$ cat config.mk
export PLATFORM = sky130hd
export DESIGN_NAME = adaptive_traffic_controller
export DESIGN_NICKNAME = d
export VERILOG_FILES = /design/src/rtl/traffic_pkg.sv /design/src/rtl/phase_timer.sv /design/src/rtl/adaptive_traffic_controller.sv
export SDC_FILE = /design/constraint.sdc
export NUM_CORES = 1
export LEC_CHECK = 0
export BUFFER_PORTS_ARGS = -buffer_cell sky130_fd_sc_hd__buf_2
export CORE_MARGIN = 3
export CORE_UTILIZATION = 58
export DETAILED_ROUTE_END_ITERATION = 12
export GPL_TIMING_DRIVEN = 0
export HOLD_SLACK_MARGIN = 0.08
export PLACE_DENSITY = 0.86
export SLEW_MARGIN = 15
export SYNTH_ARGS = -nofsm -noshare
export SYNTH_HDL_FRONTEND = slang
export SYNTH_SLANG_ARGS = --single-unit
$ cat constraint.sdc
create_clock -name clk -period 4.2 [get_ports clk]
set_clock_uncertainty 0.2 [all_clocks]
set_input_delay 1.05 -clock clk [delete_from_list [all_inputs] [get_ports clk]]
set_output_delay 1.05 -clock clk [all_outputs]
set_load 0.02 [all_outputs]
$ cat src/rtl/traffic_pkg.sv
// traffic_pkg: phase encoding, lamp bit order and helpers shared by the traffic controller
package traffic_pkg;
  typedef enum logic [1:0] {PH_ALL_RED = 2'd0, PH_GREEN = 2'd1, PH_YELLOW = 2'd2} phase_e;
  typedef struct packed {
    logic red;
    logic yellow;
    logic straight;
    logic right;
  } lamp_t;
  localparam lamp_t LAMP_RED = lamp_t'(4'b1000);
  function automatic lamp_t lamp_of(phase_e ph, logic right);
    return (ph == PH_GREEN) ? lamp_t'({3'b001, right}) : (ph == PH_YELLOW) ? lamp_t'(4'b0100) : LAMP_RED;
  endfunction
  function automatic int max3(int a, int b, int c);
    return (a > b) ? ((a > c) ? a : c) : ((b > c) ? b : c);
  endfunction
endpackage

$ cat src/rtl/phase_timer.sv
// phase_timer: down-counter that flags the last cycle of a loaded phase length
module phase_timer #(
  parameter int W = 8,
  parameter int RST_VAL = 0
) (
  input  logic         clk,
  input  logic         reset,
  input  logic         load,
  input  logic [W-1:0] load_value,
  input  logic         hold,
  output logic         timeout
);
  logic [W-1:0] cnt_q, cnt_d;
  always_comb cnt_d = load ? load_value : (hold || cnt_q == '0) ? cnt_q : cnt_q - 1'b1;
  always_ff @(posedge clk or negedge reset)
    if (!reset) cnt_q <= W'(RST_VAL);
    else cnt_q <= cnt_d;
  assign timeout = cnt_q <= W'(1);
endmodule

$ cat src/rtl/adaptive_traffic_controller.sv
// adaptive_traffic_controller: sensor-scaled green, gap-out and emergency preemption for NUM_DIR approaches
module adaptive_traffic_controller
  import traffic_pkg::*;
#(
  parameter int NUM_DIR     = 4,
  parameter int SENS_W      = 2,
  parameter int BASE_GREEN  = 20,
  parameter int STEP_GREEN  = 10,
  parameter int MIN_GREEN   = 10,
  parameter int RIGHT_TIME  = 8,
  parameter int YELLOW_TIME = 5,
  parameter int ALLRED_TIME = 3
) (
  input  logic                        clk,
  input  logic                        reset,
  input  logic [NUM_DIR*SENS_W-1:0]   sensor,
  input  logic [NUM_DIR-1:0]          emerg_req,
  output logic [NUM_DIR-1:0]          light_red,
  output logic [NUM_DIR-1:0]          light_yellow,
  output logic [NUM_DIR-1:0]          light_green_straight,
  output logic [NUM_DIR-1:0]          light_green_right,
  output logic [$clog2(NUM_DIR)-1:0]  active_dir,
  output logic [1:0]                  phase,
  output logic                        emerg_active
);
  localparam int DW = $clog2(NUM_DIR);
  localparam int GMAX = BASE_GREEN + (2**SENS_W - 1) * STEP_GREEN;
  localparam int TW = $clog2(max3(GMAX, YELLOW_TIME, ALLRED_TIME) + 1);
  localparam int AW = $clog2(MIN_GREEN + 2);
  localparam int RW = $clog2(RIGHT_TIME + 2);
  phase_e phase_q, phase_d;
  logic [DW-1:0] dir_q, dir_d, sel_dir, em_dir;
  logic [SENS_W-1:0] sel_lvl, entry_lvl;
  logic em_q, em_d, em_any, own_idle, other_busy, other_em, gap_ok;
  logic [AW-1:0] age_q, age_d;
  logic [RW-1:0] rleft_q, rleft_d;
  logic [NUM_DIR-1:0] red_q, red_d, yellow_q, yellow_d, straight_q, straight_d, right_q, right_d;
  logic load, hold, timeout;
  logic [TW-1:0] load_val, glen;
  phase_timer #(.W(TW), .RST_VAL(ALLRED_TIME)) u_timer (
    .clk(clk), .reset(reset), .load(load), .load_value(load_val), .hold(hold), .timeout(timeout)
  );
  // Round-robin search from the next direction; the active one is tried last
  always_comb begin
    sel_dir = (dir_q == DW'(NUM_DIR - 1)) ? '0 : dir_q + 1'b1;
    sel_lvl = '0;
    for (int i = NUM_DIR; i >= 1; i--)
      if (sensor[((int'(dir_q) + i) % NUM_DIR) * SENS_W +: SENS_W] != '0) begin
        sel_dir = DW'((int'(dir_q) + i) % NUM_DIR);
        sel_lvl = sensor[((int'(dir_q) + i) % NUM_DIR) * SENS_W +: SENS_W];
      end
    em_dir = '0;
    for (int i = NUM_DIR - 1; i >= 0; i--)
      if (emerg_req[i]) em_dir = DW'(i);
    other_busy = 1'b0;
    for (int i = 0; i < NUM_DIR; i++)
      if (DW'(i) != dir_q && sensor[i*SENS_W +: SENS_W] != '0) other_busy = 1'b1;
  end
  assign em_any    = |emerg_req;
  assign entry_lvl = em_any ? sensor[em_dir*SENS_W +: SENS_W] : sel_lvl;
  assign glen      = TW'(BASE_GREEN + int'(entry_lvl) * STEP_GREEN);
  assign own_idle  = sensor[dir_q*SENS_W +: SENS_W] == '0;
  assign other_em  = |(emerg_req & ~(NUM_DIR'(1) << dir_q));
  assign gap_ok    = int'(age_q) + 1 >= MIN_GREEN;
  always_comb begin
    phase_d  = phase_q;
    dir_d    = dir_q;
    em_d     = em_q;
    age_d    = age_q;
    rleft_d  = rleft_q;
    load     = 1'b0;
    load_val = glen;
    hold     = 1'b0;
    case (phase_q)
      PH_ALL_RED: if (timeout) begin
        phase_d = PH_GREEN;
        dir_d   = em_any ? em_dir : sel_dir;
        em_d    = em_any;
        load    = 1'b1;
        age_d   = '0;
        rleft_d = RW'((int'(glen) < RIGHT_TIME) ? int'(glen) : RIGHT_TIME);
      end
      PH_GREEN: begin
        hold    = em_q;
        age_d   = (int'(age_q) < MIN_GREEN) ? age_q + 1'b1 : age_q;
        rleft_d = (rleft_q != '0) ? rleft_q - 1'b1 : rleft_q;
        // A preemption green ignores the timer and other requests until its own request drops
        if (em_q ? !emerg_req[dir_q] : (timeout || other_em || (gap_ok && own_idle && other_busy))) begin
          phase_d  = PH_YELLOW;
          em_d     = 1'b0;
          load     = 1'b1;
          load_val = TW'(YELLOW_TIME);
        end
      end
      PH_YELLOW: if (timeout) begin
        phase_d  = PH_ALL_RED;
        load     = 1'b1;
        load_val = TW'(ALLRED_TIME);
      end
      default: begin
        phase_d  = PH_ALL_RED;
        load     = 1'b1;
        load_val = TW'(ALLRED_TIME);
      end
    endcase
  end
  always_comb begin
    red_d      = '1;
    yellow_d   = '0;
    straight_d = '0;
    right_d    = '0;
    for (int d = 0; d < NUM_DIR; d++)
      {red_d[d], yellow_d[d], straight_d[d], right_d[d]} =
        (DW'(d) == dir_d) ? lamp_of(phase_d, rleft_d != '0) : LAMP_RED;
  end
  always_ff @(posedge clk or negedge reset)
    if (!reset) begin
      phase_q    <= PH_ALL_RED;
      dir_q      <= DW'(NUM_DIR - 1);
      em_q       <= 1'b0;
      age_q      <= '0;
      rleft_q    <= '0;
      red_q      <= '1;
      yellow_q   <= '0;
      straight_q <= '0;
      right_q    <= '0;
    end else begin
      phase_q    <= phase_d;
      dir_q      <= dir_d;
      em_q       <= em_d;
      age_q      <= age_d;
      rleft_q    <= rleft_d;
      red_q      <= red_d;
      yellow_q   <= yellow_d;
      straight_q <= straight_d;
      right_q    <= right_d;
    end
  assign light_red            = red_q;
  assign light_yellow         = yellow_q;
  assign light_green_straight = straight_q;
  assign light_green_right    = right_q;
  assign active_dir           = dir_q;
  assign phase                = phase_q;
  assign emerg_active         = em_q;
endmodule

# Yosys cells after proc, flatten, opt, wreduce, memory -nomap -nowiden

Cells that the tools add are included.

Flip-flop bits (word level): 35
Latch bits: 0
Bits in writable memories: 0
Memory bits (read-only): 0
Output and inout bits: 21
Logic and storage cells: 142
Memories kept: 0

$add $sub $neg: 10
Multiply operators: 1
Divide/modulo/power cells: 0
Order comparisons: 5
Eq/ne operators: 15
Shift-type cells: 7
Mux-type cells: 53
Bitwise operators: 6
Reduce and logical (&&, ||, !) cells: 35

Operator list:

| operator                                                               | count |
|---|---|
| 8-bit by 4-bit indexed part select with 2-bit output                   | 6 |
| 4-bit 2-to-1 mux                                                       | 11 |
| 2-bit 2-to-1 mux                                                       | 20 |
| 6-bit 2-to-1 mux                                                       | 4 |
| 2-bit nonzero test                                                     | 10 |
| 6-bit case mux with 3 select lines                                     | 1 |
| 4-bit case mux with 2 select lines                                     | 2 |
| 1-bit 2-to-1 mux                                                       | 11 |
| 2-bit OR reduction                                                     | 5 |
| 4-bit nonzero test                                                     | 2 |
| 4-bit OR reduction                                                     | 2 |
| 2-bit by 1-bit adder with 2-bit output (second input constant)         | 3 |
| 5-bit by 6-bit adder with 6-bit output (first input constant)          | 1 |
| 2-bit == test (second input constant)                                  | 3 |
| 6-bit by 1-bit <= comparator with 1-bit output (second input constant) | 1 |
| 1-bit logical AND                                                      | 6 |
| 2-bit zero test                                                        | 3 |
| 6-bit zero test                                                        | 1 |
| 6-bit by 4-bit < comparator with 1-bit output (second input constant)  | 1 |
| 2-bit inequality test (second input constant)                          | 3 |
| 2-bit case mux with 3 select lines                                     | 1 |
| 3-bit AND reduction                                                    | 2 |
| 6-bit by 1-bit subtractor with 6-bit output (second input constant)    | 1 |
| 4-bit by 1-bit adder with 5-bit output (second input constant)         | 1 |
| 21 further kinds                                                       | 31 |

# Depth between registers and ports, before layout

Depth in word-level cells: 19
Gate-level depth with buffers: 14
Gate-level depth less buffers: 12

# Cells and area by module

From an unflattened synthesis, not the netlist that was laid out.

Cell total of the unflattened synthesis: 262
Area, all modules: 2546.2 um2

Modules (own cells, without submodules):

| module                      | instances | cells each | area each (um2) | sequential area each (um2) |
|---|---|---|---|---|
| adaptive_traffic_controller | 1         | 216        | 2104.5          | 733.2 |
| phase_timer                 | 1         | 46         | 441.7           | 152.6 |

# Worst setup path after synthesis

No wires, ideal clock.

Kind: register to register
Start point: register dir_q[1], in the netlist active_dir[1]
End point: register red_q[0], in the netlist light_red[0]
Library setup time: 0.088 ns
Arrival: 3.129 ns
Path slack: 0.783 ns
Cell stages (with the launch flop): 13
Period minus slack after synthesis: 3.417 ns
Cells stage by stage: dfstp_2 clkbuf_1 inv_1 ha_1 o21bai_1 o2111a_1 or4_1 nor3_1 o211a_1 a21oi_1 inv_1 ha_1 or3_1

Cells in the longest elaborated chain, start to end: 15

RTL lines:

| what                                   | RTL line                           | source |
|---|---|---|
| from (decl)                            | adaptive_traffic_controller.sv:32  | `logic [DW-1:0] dir_q, dir_d, sel_dir, em_dir;` |
| from (signal assigned)                 | adaptive_traffic_controller.sv:119 | `dir_q <= DW'(NUM_DIR - 1);` |
| from (signal assigned)                 | adaptive_traffic_controller.sv:129 | `dir_q <= dir_d;` |
| 2-bit nonzero test                     | adaptive_traffic_controller.sv:57  | `if (DW'(i) != dir_q && sensor[i*SENS_W +: SENS_W] != '0) other_busy = 1'b1;` |
| 1-bit logical AND                      | adaptive_traffic_controller.sv:57  |  |
| 1-bit 2-to-1 mux (4 in a row)          | adaptive_traffic_controller.sv:57  |  |
| 1-bit logical AND                      | adaptive_traffic_controller.sv:88  | `if (em_q ? !emerg_req[dir_q] : (timeout \|\| other_em \|\| (gap_ok && own_idle && other_busy))) begin` |
| 1-bit logical OR                       | adaptive_traffic_controller.sv:88  |  |
| 1-bit 2-to-1 mux (*)                   | adaptive_traffic_controller.sv:88  |  |
| 2-bit 2-to-1 mux (*)                   | adaptive_traffic_controller.sv:88  |  |
| 2-bit case mux with 3 select lines (*) | adaptive_traffic_controller.sv:74  | `case (phase_q)` |
| via phase_d[1]                         | adaptive_traffic_controller.sv:31  | `phase_e phase_q, phase_d;` |
| 2-bit == test                          | traffic_pkg.sv:12                  | `return (ph == PH_GREEN) ? lamp_t'({3'b001, right}) : (ph == PH_YELLOW) ? lamp_t'(4'b0100) : LAMP_RED;` |
| 4-bit 2-to-1 mux                       | traffic_pkg.sv:12                  |  |
| 4-bit 2-to-1 mux (*)                   | traffic_pkg.sv:12                  |  |
| 4-bit 2-to-1 mux (*)                   | adaptive_traffic_controller.sv:114 | `(DW'(d) == dir_d) ? lamp_of(phase_d, rleft_d != '0) : LAMP_RED;` |
| via red_d[0]                           | adaptive_traffic_controller.sv:37  | `logic [NUM_DIR-1:0] red_q, red_d, yellow_q, yellow_d, straight_q, straight_d, right_q, right_d;` |
| to (signal assigned)                   | adaptive_traffic_controller.sv:133 | `red_q <= red_d;` |
| to (decl)                              | adaptive_traffic_controller.sv:37  |  |

Mark *: on every way through the listed nets, which the timed path passes. The rest lies on a longest branch. The select of a mux whose other input is x is not followed.
A chain may end at the register's enable or synchronous reset.

# Worst setup path after layout

Same ends and word-level chain as after synthesis.

==> parameters.txt <==
Parameter                              Value

Timing
  Highest achievable clock rate    261 MHz
  Final number of max-transition violations    0
  Number of setup violations in the final report    0
  Relative max-transition margin    between 50% and 60%
  Final period util    91.1%
  Final critical path time including I/O delays and setup    3.83 ns
  Tightest Pin Transition    0.745 ns
  Post-Route Setup TNS    0 ns
  Final hold violation count    0
  Setup repair after global routing missed its margin    false

Pwr
  Proportion of total power due to net switching    between 40 and 50%
  Sequential power share    27.4%
  Leakage    0.00126 uW
  Maximum resistive drop on vdd    0.503 mV
  Final Total Pwr    2100 uW
  Ratio of total power to cell area    roughly 750 nW/um^2
  Combinational share of power    60.5%
  Net switching power    approximately 960 uW
  Part of the power in the clock network    12.1%
  Internal power component    1140 uW

Yosys
  Post-synthesis share of cell area spent on xor and xnor gates    0.710%
  Synth Area in Compound Gates    19.1%
  Distinct cell type count after synthesis    68
  Syn Inst Count    251
  Portion of the post-synthesis area used by sequential elements    35.9%
  Average cell area after synthesis    9.84 um^2
  Total number of yosys warnings    0
  Syn Std Cell Area    between 2000 and 2500 um^2
  Main combinational cell family by area after synthesis    simple AND/OR/NAND/NOR gates
  Share of synthesized area spent on multiplexers    9.98%
  Adder-cell share of the synthesized area    6.08%
  Number of nets produced by synthesis    between 200 and 300
  Number of flops mapped to enable cells by yosys    0
  Post-synthesis sequential element count    35
  FFs w/ async S/R, synth    100%
  Area fraction in and, or, nand and nor cells after synthesis    between 20% and 30%
  Top FF cell, synth    sky130_fd_sc_hd__dfrtp_1

Global routing
  Overall overflow remaining after global route    0
  Pin count of the biggest net entering global routing    36
  Number of antenna violations at the first check in global routing    0
  Vias in the first global route    2071
  Wire length of the first global-routing pass    9690 um
  Total Routing Usage GR    23.7%

Placement
  Detailed placer's ending HPWL    4120 um
  Port bufs    32
  Final weighted congestion in routability-driven placement    0.960

Finish
  Nets@finish    ~320
  Syn-to-layout area delta    12.8%
  Share of cells above drive strength 1    27.5%
  Total inserted antenna cells    0
  FF+latch area    886 um^2
  Multi-input gate area in the final layout    approximately 1400 um^2
  Fill cell total of the finished layout    300

Setup path
  Crit path max-delay family    simple AND/OR/NAND/NOR gates
  R2r endpoint    light_red[0]
  Arrival time worst endpoint    3.83 ns
  Worst r2r path cells    12
  Worst-path fanout max    8
  Buf/Inv on CP    3
  Crit path capture    light_red[0]
  Worst reg-to-reg setup slack    around 0.37 ns
  Startpoint type of the worst setup path    flop
  Critical path type    flop to flop
  Kind of capture point of the worst setup path    flop
  Data required time at the worst endpoint    4.21 ns
  Crit. path cell count    12
  FF-to-FF Start    active_dir[1]
  Crit-path cells    clkbuf_1 -> inv_1 -> ha_1 -> o21bai_1 -> o2111a_1 -> or4_1 -> nor3_1 -> o211a_1 -> a21oi_1 -> inv_1 -> ha_1 -> or3_1
  CP max-delay cell    sky130_fd_sc_hd__dfstp_2
  Largest stage delay on the critical path    0.56 ns
  Crit path from    active_dir[1]

CTS
  Clock tree from TritonCTS    built
  Total of hold buffers inserted after clock tree synthesis    0
  Maximum clock insertion buffer count    2
  CTS root buffer    sky130_fd_sc_hd__clkbuf_8
  CTS Sinks    35
  Number of buffers added by the clock tree synthesis step    5
  Maximum level of the CTS H-tree    2
  Worst-path clk slew    ~0.08 ns
  Latest clock arrival within the worst-skew pair    0.29 ns
  Number of setup buffers added after CTS    0
  Resize count post-CTS    0

Routing
  Total iterations of the first detailed-routing run    4
  Total routed wirelength    between 5000 and 6000 um
  WL per Instance    about 16 um
  DRC violation total after the first TritonRoute iteration    212
  DRC violations left    0
  Via count    2136
  Vias per std cell    6.26
  Antenna-violating nets left    0

Floorplan
  Die area    5080 um^2
  Starting Density    60.8%
  # rows    23
  Core area    4060 um^2
  Die outline height    between 70 and 80 um
  Total I/O pin count    35
  Chip width    71.2 um

Hold path
  Path class of the lowest-slack min-delay path    flop to flop

Job
  Max capacitance violation total    0

Status
  Result of the run    complete, no violations
-- worst min path at each step --
stage	from	end	depth (start not counted)	slack (ns)
final	age_q[2]	age_q[2]	1	0.34
after CTS	age_q[2]	age_q[2]	1	0.34
after floorplan	age_q[2]	age_q[2]	1	0.29
after global placement	age_q[2]	age_q[2]	1	0.33
after global routing	age_q[2]	age_q[2]	1	0.36
after detailed placement	age_q[2]	age_q[2]	1	0.33
-- power groups by stage --
stage	clock, uW	combinational [uW]	sequential, uW
after floorplan	0	916	626
after global placement	0	1220	574
after detailed placement	0	1260	579
after CTS	257	1260	574
after global routing	271	1400	591
final	254	1270	574
-- synth_stat cells, drive strengths merged, types with 3 or more instances --
master	instances	area share, %
ha	12	6.1
clkbuf	4	0.61
and2	7	1.8
o21bai	4	1.2
o21ai	17	3.6
or3	3	0.76
or4	4	1.4
or2	4	1.1
a21oi	14	2.8
nand2	16	2.5
o22ai	5	1.3
nand3	8	1.6
dfstp	8	8.5
dfrtp	27	27
buf	5	2.3
nor2	20	3.4
nand2b	6	1.5
inv	20	3.1
and3	5	1.7
nor2b	3	0.76
nand3b	3	0.91
mux4	9	9.1
nor3	11	2.2
-- cell type report --
type	count	share of cell area, %
Sequential cell	35	31.8
Clock inverter	3	0.854
Timing Repair Buffer	32	5.75
Buffer	9	2.56
Multi-Input combinational cell	187	51.5
Inverter	20	2.79
Clock buffer	5	2.47
Tap cell	50	2.25
-- stage by stage --
step	setup WS [ns]	util, %	hold slack, ns	instances	instance area (um^2)
floorplan	0.783	-	0.290	251	2470
global placement	0.432	66.3	0.333	333	2690
detailed placement	0.390	66.3	0.329	333	2690
CTS	0.372	68.6	0.340	341	2780
global route	0.145	68.6	0.362	341	2780
finish	0.374	68.6	0.344	341	2780
-- state kept, by name (all words and copies together) (netlist names) --
signal,flops
light_red,4
age_q,4
light_yellow,4
u_timer.cnt_q,6
light_green_straight,4
light_green_right,4
emerg_active,1
phase,2
rleft_q,4
active_dir,2
-- layer usage --
metal,GRT usage (%),up-vias,wire length [um]
li1,-,1005,-
met1,32.7,1041,2370
met2,37.7,82,2770
met3,4.77,8,408
met4,8.14,0,51
met5,0,-,0
-- worst reg2reg max path: stages, from the launching register on --
cell,delay (ns)
sky130_fd_sc_hd__dfstp_2,0.56
sky130_fd_sc_hd__clkbuf_1,0.36
sky130_fd_sc_hd__inv_1,0.17
sky130_fd_sc_hd__ha_1,0.23
sky130_fd_sc_hd__o21bai_1,0.15
sky130_fd_sc_hd__o2111a_1,0.14
sky130_fd_sc_hd__or4_1,0.54
sky130_fd_sc_hd__nor3_1,0.25
sky130_fd_sc_hd__o211a_1,0.29
sky130_fd_sc_hd__a21oi_1,0.11
sky130_fd_sc_hd__inv_1,0.11
sky130_fd_sc_hd__ha_1,0.26
sky130_fd_sc_hd__or3_1,0.38
-- cells in the final DEF (no fill, tap or decap), drive strengths merged, types with 4 or more instances in the layout --
cell type  Yosys  routed
dfrtp         27      27
and3           5       5
and2           7       7
nor2          20      20
a21oi         14      14
or4            4       4
mux4           9       9
ha            12      12
nand2b         6       6
or2            4       4
nor3          11      11
clkbuf         4       9
buf            5      37
o22ai          5       5
nand3          8       8
dfstp          8       8
inv           20      21
o21ai         17      17
nand2         16      16
o21bai         4       4
-- cells by family after synthesis --
logic type / count (synthesis)
compound gates: 66
xor+xnor: 2
fa+ha+maj: 12
buf+inv: 29
flops: 35
mux: 11
simple gates: 96
Power figures use the tool's default switching activity.
